$ cat src/rtl/clock_period_meter.sv
// Measures period (rise to rise) and high time (rise to fall) of a slow asynchronous
// square wave in cycles of clkOld, with a stall flag when rising edges stop arriving.
module clock_period_meter #(
    parameter int unsigned WIDTH   = 21,
    parameter int unsigned TIMEOUT = 2000000
) (
    input  logic             clkOld,
    input  logic             rst,
    input  logic             sigIn,
    output logic [WIDTH-1:0] periodOut,
    output logic [WIDTH-1:0] highOut,
    output logic             periodValid,
    output logic             highValid,
    output logic             stalled
);

    localparam logic [WIDTH-1:0] CNT_MAX     = '1;
    localparam logic [WIDTH-1:0] CNT_ONE     = WIDTH'(1);
    localparam logic [WIDTH-1:0] TIMEOUT_CNT = WIDTH'(TIMEOUT);

    logic             s1;
    logic             s2;
    logic             prev;
    logic             rise;
    logic             fall;
    logic [WIDTH-1:0] pcnt;
    logic [WIDTH-1:0] hcnt;
    logic             armed;
    logic             high_armed;

    always_comb begin
        rise = s2 & ~prev;
        fall = ~s2 & prev;
    end

    always_ff @(posedge clkOld or negedge rst) begin
        if (!rst) begin
            s1   <= 1'b0;
            s2   <= 1'b0;
            prev <= 1'b0;
        end else begin
            s1   <= sigIn;
            s2   <= s1;
            prev <= s2;
        end
    end

    // A rise always takes priority over the timeout check, so a period of exactly
    // TIMEOUT cycles is still reported rather than flagged as a stall.
    always_ff @(posedge clkOld or negedge rst) begin
        if (!rst) begin
            pcnt        <= '0;
            hcnt        <= '0;
            armed       <= 1'b0;
            high_armed  <= 1'b0;
            periodOut   <= '0;
            highOut     <= '0;
            periodValid <= 1'b0;
            highValid   <= 1'b0;
            stalled     <= 1'b0;
        end else begin
            periodValid <= 1'b0;
            highValid   <= 1'b0;
            if (rise) begin
                pcnt       <= CNT_ONE;
                hcnt       <= CNT_ONE;
                armed      <= 1'b1;
                high_armed <= 1'b1;
                stalled    <= 1'b0;
                if (armed) begin
                    periodOut   <= pcnt;
                    periodValid <= 1'b1;
                end
            end else begin
                if (pcnt != CNT_MAX) begin
                    pcnt <= pcnt + CNT_ONE;
                end
                if (s2 && (hcnt != CNT_MAX)) begin
                    hcnt <= hcnt + CNT_ONE;
                end
                if (fall && high_armed) begin
                    highOut    <= hcnt;
                    highValid  <= 1'b1;
                    high_armed <= 1'b0;
                end
                if (pcnt == TIMEOUT_CNT) begin
                    stalled    <= 1'b1;
                    armed      <= 1'b0;
                    high_armed <= 1'b0;
                end
            end
        end
    end

endmodule
$ cat config.mk
export PLATFORM = sky130hd
export DESIGN_NAME = clock_period_meter
export DESIGN_NICKNAME = d
export VERILOG_FILES = /design/src/rtl/clock_period_meter.sv
export SDC_FILE = /design/constraint.sdc
export NUM_CORES = 1
export LEC_CHECK = 0
export ABC_CLOCK_PERIOD_IN_PS = 2950
export CORE_ASPECT_RATIO = 1.1
export CORE_MARGIN = 4
export CORE_UTILIZATION = 52
export DETAILED_ROUTE_END_ITERATION = 16
export PLACE_DENSITY_LB_ADDON = 0.05
export SLEW_MARGIN = 5
export SYNTH_ARGS = -nofsm -noshare
export SYNTH_HDL_FRONTEND = slang
export SYNTH_SLANG_ARGS = --single-unit
$ cat constraint.sdc
create_clock -name clkOld -period 2.95 [get_ports clkOld]
set_input_delay 0.59 -clock clkOld [delete_from_list [all_inputs] [get_ports clkOld]]
set_output_delay 0.59 -clock clkOld [all_outputs]
set_load 0.02 [all_outputs]
== Word-level counts from Yosys, hierarchy flattened ==
Cells that the tools add are included.

* Add/subtract/negate cells: 2
* $mul: 0
* Divide/modulo/power cells: 0
* Order comparisons: 0
* Equality and inequality tests: 3
* Shift operators: 0
* Multiplexer cells: 15
* Bitwise logic cells: 5
* Reductions and logical operators: 8

{| class="wikitable"
|+ Operators by type and width
! cell !! count
|-
| two-way mux 21 bit || 4
|-
| adder 21 x 1 -> 21 bit (second input constant) || 2
|-
| inequality test 21 bit (second input constant) || 2
|-
| == test 21 bit (second input constant) || 1
|-
| two-way mux 1 bit || 11
|-
| nonzero test 2 bit || 3
|-
| AND reduction 2 bit || 2
|-
| NOT 1 bit || 3
|-
| nonzero test 3 bit || 1
|-
| AND 1 bit || 2
|-
| logical AND 1 bit || 2
|}

* Register bits after elaboration: 92
* Bits in latches: 0
* Bits in writable memories: 0
* Memory bits (read-only): 0
* Bits of input ports: 3
* Word-level logic and storage cells: 45
* Memories kept: 0

== Depth between registers and ports, before layout ==
Gate-level depths: netlist (run 1).

* Depth in word-level cells: 6
* Depth in mapped cells: 7
* Depth with buffers taken out: 7

== Worst setup path after synthesis (run 1) ==
No wires, ideal clock.

* Path kind: register -> register
* Start: register pcnt[1]
* End: register pcnt[7]
* Arrival: 1665 ps
* Path slack: 1153 ps
* Cell stages (with the launch flop): 8
* Path through: dfrtp_1 > ha_1 > nand4_2 > or3_4 > buf_6 > o2111ai_1 > xor2_1 > nor2_1

* Word-level cells in the longest chain between the ends: 3
* Elaborated cells between the ends (all ways): 5
* Those cells by class: add/sub: 1; eq/ne: 1; mux: 2; reduce/logical: 1

{| class="wikitable"
|+ RTL lines
! what !! RTL line !! text
|-
| start, declared || 26 || <nowiki>logic [WIDTH-1:0] pcnt;</nowiki>
|-
| start signal, assigned || 76 || <nowiki>pcnt <= pcnt + CNT_ONE;</nowiki>
|-
| adder 21 x 1 -> 21 bit || 76 ||
|-
| two-way mux 21 bit || 75 || <nowiki>if (pcnt != CNT_MAX) begin</nowiki>
|-
| two-way mux 21 bit || 64 || <nowiki>if (rise) begin</nowiki>
|}

Several ways; a longest one is shown, not always the timed one. The select of a mux whose other input is x is not followed.
A chain may end at the register's enable or synchronous reset.

== Final worst setup path (run 1) ==
* Start: register hcnt[0]
* End: register hcnt[0]

* Word-level cells in the longest chain between the ends: 3
* Elaborated cells between the ends (all ways): 6
* Those cells by class: add/sub: 1; eq/ne: 1; mux: 2; reduce/logical: 2

{| class="wikitable"
|+ RTL lines
! what !! RTL line !! text
|-
| start, declared || 27 || <nowiki>logic [WIDTH-1:0] hcnt;</nowiki>
|-
| start signal, assigned || 79 || <nowiki>hcnt <= hcnt + CNT_ONE;</nowiki>
|-
| adder 21 x 1 -> 21 bit / inequality test 21 bit (equally long branches) || 79, 78 ||
|-
| two-way mux 21 bit / logical AND 1 bit (equally long branches) || 78 || <nowiki>if (s2 && (hcnt != CNT_MAX)) begin</nowiki>
|-
| two-way mux 21 bit / nonzero test 2 bit (equally long branches) || n/a ||
|}

Several ways; a longest one is shown, not always the timed one. The select of a mux whose other input is x is not followed.

==> summary.txt, run 1 <==
Run status
  • Status: finished clean

Clock tree
  • CTS tree: built
  • Root buf cell: clkbuf_8
  • Clock-pin slew on the worst setup and hold paths: approximately 0.09 ns
  • Cts hold-fix bufs: 0
  • Clk Latency, worst-skew pair: 0.37 ns
  • Clk sinks: 92
  • H-tree depth: 3
  • Post-CTS Setup Bufs: 0
  • Post-CTS resize count: 0
  • Bufs on Longest Clock Path: 2
  • CTS buffer count: 9

Synthesis
  • Area share of the largest cell type after synthesis: 0.545
  • Synthesized netlist net count: 426
  • Count leader, synth: dfrtp_1
  • Async S/R FF share, synth: 1.00
  • Most frequent cells after synthesis: 92 x dfrtp_1, 82 x nand2_1, 27 x nor2_1
  • Cells after synthesis: 420
  • Seq cells post-synth: 92
  • Post-synthesis sequential area ratio: 0.545
  • Synth area leader: dfrtp_1
  • Yosys cell types: 55
  • Top_reg_cell synth: dfrtp_1
  • Post-synth EDFFs: 0
  • Syn_area_per_cell: 10.1 um^2
  • Synth area leaders: dfrtp_1 54%, nand2_1 7.3%, mux2_2 4.3%
  • Number of warnings issued by yosys: 0
  • Synth Cell Area: 4230 um^2

STA
  • Max-slew violation count: 0
  • RSZ-0062 raised after global routing: no
  • TNS Setup: 0 ns
  • Final setup violation count: 0
  • Fmax: 0.456 GHz
  • Final min period: between 2 and 2.5 ns
  • Clock skew: 0.00879 ns
  • Fin crit share: 0.744
  • Slew HR: 0.538
  • Measured slew at the worst slew-check pin: slightly below 0.7 ns
  • Final Hold Fails: 0

Power
  • Psw: 732 uW
  • Power share of the clock group: 0.354
  • Logic gate share of total power: 0.121
  • Maximum resistive drop on vdd: 0.312 mV
  • PwrDens: about 550 nW/um^2
  • Internal power: 2.02 mW
  • Switch share: 0.266
  • Leakage power: 2.31 nW
  • Final Total Pwr: 2.75 mW
  • Sequential power share: 0.525

Run
  • Max-cap violations: 0

Cells and area
  • Ant diodes: 0
  • Final Cell Area: 5010 um^2
  • Area delta synth->final: 18.5%
  • Post-layout nets: 470
  • Layout cells sized above 1: 0.111

Drt
  • DR WL/cell: approximately 15 um
  • Drt total wl: 8900 um
  • Remaining antenna violation count after routing: 0
  • Drt first pass iters: 4
  • Vias per cell: 5.59
  • # DRC: 0
  • Via Count: 3224
  • 1st-iter DRT viols: 136

Floorplanning
  • Initial Utilization: 0.534
  • Core Rows: 34
  • Die area: 9640 um^2
  • Core area: 7910 um^2
  • Die W: ~94 um
  • IO Count: 48
  • Die H: 103 um

GRT
  • Largest net degree at the start of global routing: between 50 and 60
  • GRT Resource Usage Total: 0.205
  • Vias in the first global route: 3160
  • Initial antenna violation count: 0
  • Total grt overflow: 0
  • Global-route wire length before repair: 15400 um

Worst setup path
  • Crit path cell chain: ha_1, nand4_1, nor3_2, nor2b_2, a21bo_2, o21ai_0
  • Critical path class: reg -> reg
  • Critical Path AT: 2.44 ns
  • Setup crit start kind: register
  • Slowest stage delay, CP: 0.50 ns
  • Critical path buffers and inverters: 0
  • R2r startpoint: hcnt[0]
  • R2R cell count: 6
  • Top delay family on crit path: simple AND/OR/NAND/NOR gates
  • Critical Path Sink Type: register
  • Reg2reg setup slack: between 0.7 and 0.8 ns
  • CP max FO: 12
  • R2R Path End: hcnt[0]
  • Slowest CP cell: nor2b_2
  • CP required: 3.19 ns

Place
  • PortBufs: between 40 and 50
  • Placed inst area: 4770 um^2
  • Gpl congestion: 0.822
  • Post-DP HPWL: between 6000 and 7000 um

Worst hold path
  • Worst min path class: in -> async
stage by stage:
step / hold slack (ns) / instances / utilization / setup WS, ns
after floorplan: 0.294 / 420 / - / 1.15
after global placement: 0.377 / 561 / 0.603 / 0.836
after detailed placement: 0.373 / 561 / 0.603 / 0.769
after CTS: 0.251 / 577 / 0.633 / 0.752
after global routing: 0.275 / 577 / 0.633 / 0.583
final: 0.226 / 577 / 0.633 / 0.756
power groups by stage:
stage | Combinational (mW) | Sequential, mW | Clock [mW]
after CTS | 0.341 | 1.44 | 0.994
after global placement | 0.333 | 1.46 | 0
after global routing | 0.367 | 1.46 | 1.05
after detailed placement | 0.341 | 1.47 | 0
final | 0.333 | 1.45 | 0.974
after floorplan | 0.139 | 1.49 | 0
area by class of cell:
cell class                      count  area [um^2]
Clock inverter                      5         82.6
Tap cell                          108          135
Multi-Input combinational cell    292         1760
Timing Repair Buffer               53          513
Clock buffer                       11          151
Sequential cell                    92         2300
Fill cell                         696         2900
Inverter                           16         60.1
placed cells by master, fill, tap and decap left out, types with 2 or more instances in the layout:
cell | Yosys | layout
mux2_2 | 16 | 16
nor2_1 | 27 | 27
and4_1 | 2 | 2
nor3_1 | 11 | 11
o21ai_0 | 21 | 21
xor2_1 | 8 | 8
ha_1 | 3 | 3
nand4_1 | 14 | 14
nor4_1 | 6 | 6
nor3b_1 | 2 | 2
nor4b_1 | 5 | 5
dfrtp_1 | 92 | 92
and3_1 | 4 | 4
clkdlybuf4s50_1 | 0 | 46
inv_1 | 15 | 15
a31oi_1 | 6 | 6
a21oi_1 | 10 | 10
clkbuf_8 | 0 | 11
xnor2_1 | 3 | 3
o2111ai_1 | 3 | 3
or3_1 | 7 | 7
nand2_1 | 82 | 82
o311ai_0 | 2 | 2
nand3_1 | 15 | 15
bufinv_16 | 0 | 2
buf_4 | 1 | 7
a211o_1 | 5 | 5
o211ai_1 | 6 | 6
nand4_2 | 3 | 3
o21ai_1 | 3 | 3
o211a_1 | 5 | 5
state kept, by name (all words and copies together) (netlist names):
register     flops
pcnt            21
highOut         21
periodValid      1
periodOut       21
s2               1
hcnt            21
high_armed       1
stalled          1
s1               1
armed            1
prev             1
highValid        1
routing by layer:
layer	up-vias	global-route usage	wire length (um)
li1	1564	-	-
met1	1573	0.248	3680
met2	71	0.357	4650
met3	16	0.0423	395
met4	0	0.0867	178
met5	-	0	0
cell families after synthesis:
group,share of synthesized area
muxes,0.0450
adders and majority gates,0.0113
and+or+nand+nor,0.232
xor gates and xnor gates,0.0228
buffers and inverters,0.0379
DFF,0.545
AOI/OAI and AO/OA,0.107
worst max path at each step:
stage	startpoint	end	slack, ns	cells after the start
after floorplan	pcnt[1]	pcnt[7]	1.15	7
after global placement	hcnt[0]	hcnt[1]	0.84	6
after detailed placement	hcnt[0]	hcnt[0]	0.77	6
after CTS	hcnt[0]	hcnt[0]	0.75	6
after global routing	hcnt[0]	hcnt[0]	0.58	6
final	hcnt[0]	hcnt[0]	0.76	6
Note: power is estimated with default switching activity, not from simulation.
==> inputs of run 2 (changes only) <==
--- a/config.mk
+++ b/config.mk
@@ -5,7 +5,7 @@
 export SDC_FILE = /design/constraint.sdc
 export NUM_CORES = 1
 export LEC_CHECK = 0
-export ABC_CLOCK_PERIOD_IN_PS = 2950
+export ABC_CLOCK_PERIOD_IN_PS = 2200
 export CORE_ASPECT_RATIO = 1.1
 export CORE_MARGIN = 4
 export CORE_UTILIZATION = 52
==> constraint.sdc (replaced) <==
create_clock -name clkOld -period 2.2 [get_ports clkOld]
set_input_delay 0.44 -clock clkOld [delete_from_list [all_inputs] [get_ports clkOld]]
set_output_delay 0.44 -clock clkOld [all_outputs]
set_load 0.02 [all_outputs]
==> run 2 against run 1 <==
Effect of this change: global-route usage rose by 1.0 points; sequential share of layout area down 0.22 points; clock power is 8% higher; sequential power increased by 32%; critical path type unchanged; wire length grew 4.4%; clock skew shrank 0.00065 ns; combinational power rose by 41%; non-clock buffer count up 8.
==> summary.txt, run 2 (synthesis results as in run 1) <==
STA
  • Clock skew: 0.00815 ns
  • Max-slew violation count: 0
  • Measured slew at the worst slew-check pin: 0.551 ns
  • Final setup violation count: 0
  • Fmax: roughly 0.51 GHz
  • Final Hold Fails: 0
  • Slew HR: 0.630
  • Fin crit share: 0.884
  • RSZ-0062 raised after global routing: no
  • Final min period: slightly below 2 ns
  • Final setup margin: 0.256 ns
  • Final hold slack: roughly 0.36 ns
  • TNS Setup: 0 ns

Place
  • Placed inst area: about 4800 um^2
  • PortBufs: 47
  • Gpl congestion: approximately 0.86
  • Post-DP HPWL: 6520 um
  • Post-place setup slack: 0.147 ns
  • Post-Place Cells: 568

Cells and area
  • Final cell count without fillers: slightly below 600
  • Reg area: 2300 um^2
  • Layout cells sized above 1: 0.122
  • Fillers: 705
  • Multi-input gate area: approximately 1800 um^2
  • Final Cell Area: 5030 um^2
  • Area delta synth->final: 19.1%
  • Final Util: 0.636
  • Ant diodes: 0
  • Leading cell type in the layout, fill and taps excluded: dfrtp_1
  • Post-layout nets: about 480
  • Most frequent cells in the layout: 92 x dfrtp_1, 82 x nand2_1, 46 x clkdlybuf4s50_1

Floorplanning
  • IO Count: 48
  • Core Rows: 34
  • Initial Utilization: 0.534
  • Die H: between 100 and 150 um
  • Core area: 7910 um^2
  • Die area: 9640 um^2
  • Die W: 94.0 um

Worst setup path
  • Top delay family on crit path: simple AND/OR/NAND/NOR gates
  • Slowest stage delay, CP: 0.41 ns
  • Critical Path Sink Type: register
  • Setup crit start kind: register
  • CP required: 2.46 ns
  • WP depth: 6
  • Critical path class: reg -> reg
  • Critical Path AT: 2.20 ns
  • R2r startpoint: hcnt[0]
  • Critical path buffers and inverters: 0
  • CP endpoint: hcnt[1]
  • Crit path cell chain: ha_1, nand4_1, nor3_2, nor2b_4, nor2_1, a22o_1
  • R2R cell count: 6
  • Slowest CP cell: dfrtp_1
  • CP startpoint: hcnt[0]
  • CP max FO: 12
  • R2R Path End: hcnt[1]
  • Reg2reg setup slack: about 0.26 ns

GRT
  • Initial antenna violation count: 0
  • Vias in the first global route: ~3.3k
  • GRT Resource Usage Total: 0.215
  • Global-route wire length before repair: ~16000 um
  • Largest net degree at the start of global routing: 37
  • Total grt overflow: 0

Drt
  • DR WL/cell: 15.9 um
  • Remaining antenna violation count after routing: 0
  • Drt total wl: 9300 um
  • # DRC: 0
  • Vias per cell: 5.61
  • 1st-iter DRT viols: 149
  • Drt first pass iters: 5
  • Via Count: 3279

Clock tree
  • Root buf cell: clkbuf_8
  • Bufs on Longest Clock Path: 2
  • Clk Latency, worst-skew pair: 0.37 ns
  • H-tree depth: 3
  • Clk sinks: 92
  • Clock-pin slew on the worst setup and hold paths: approximately 0.09 ns
  • CTS buffer count: 9
  • CTS tree: built
  • Post-CTS Setup Bufs: 0

Worst hold path
  • Worst min path class: reg -> reg
  • Hold depth: 0

Power
  • Maximum resistive drop on vdd: 0.448 mV
  • Leakage power: roughly 2.3 nW
  • PwrDens: about 680 nW/um^2
  • Final Total Pwr: 3.44 mW

Run
  • Max-cap violations: 0

Run status
  • Status: finished clean
[run 2: cell types whose count changed in the layout (fill, tap and decap cells not counted)]
cell / previous run / this run
clkinvlp_4: 0 / 3
clkbuf_8: 11 / 10
nor2b_4: 0 / 1
dlygate4sd3_1: 0 / 1
buf_12: 0 / 1
buf_4: 7 / 13
nor2b_2: 1 / 0
clkinv_4: 1 / 0
clkbuf_1: 0 / 1
bufinv_16: 2 / 0
[run 2: cell type report]
cell class / count / area share
well taps: 108 / 0.0269
clock inverters: 5 / 0.00721
inverters: 16 / 0.0119
clock buffers: 11 / 0.0281
multi-input cells: 292 / 0.352
flip-flops and latches: 92 / 0.457
repair buffers: 61 / 0.117
[run 2: worst min-delay path by stage]
stage	from	end	slack (ns)
2_1_floorplan	rst	armed	0.14
3_3_place_gp	s1	s2	0.33
3_5_place_dp	s1	s2	0.34
4_1_cts	s1	s2	0.36
5_1_grt	s1	s2	0.36
6_report	s1	s2	0.36
[run 2: layer usage]
layer | global-route usage | wire [um]
met2 | 0.381 | 4880
met1 | 0.259 | 3950
met5 | 0 | 0
met3 | 0.0496 | 366
met4 | 0.0733 | 102
[run 2: worst reg2reg max path: stages, from the launching register on]
cell	delay [ns]
dfrtp_1	0.41
ha_1	0.23
nand4_1	0.21
nor3_2	0.32
nor2b_4	0.34
nor2_1	0.08
a22o_1	0.26
[run 2: timing repair]
action | CTS | global route
endpoints found under the hold margin | 22 | 0
hold buffers | 1 | 0
setup endpoints to repair | 0 | 1
gates resized for setup | 0 | 1
[run 2: where the power goes]
group / internal, mW / switching [mW] / total [mW]
combinational: 0.207 / 0.261 / 0.468
sequential: 1.81 / 0.119 / 1.92
clock: 0.444 / 0.605 / 1.05
total: 2.46 / 0.985 / 3.44
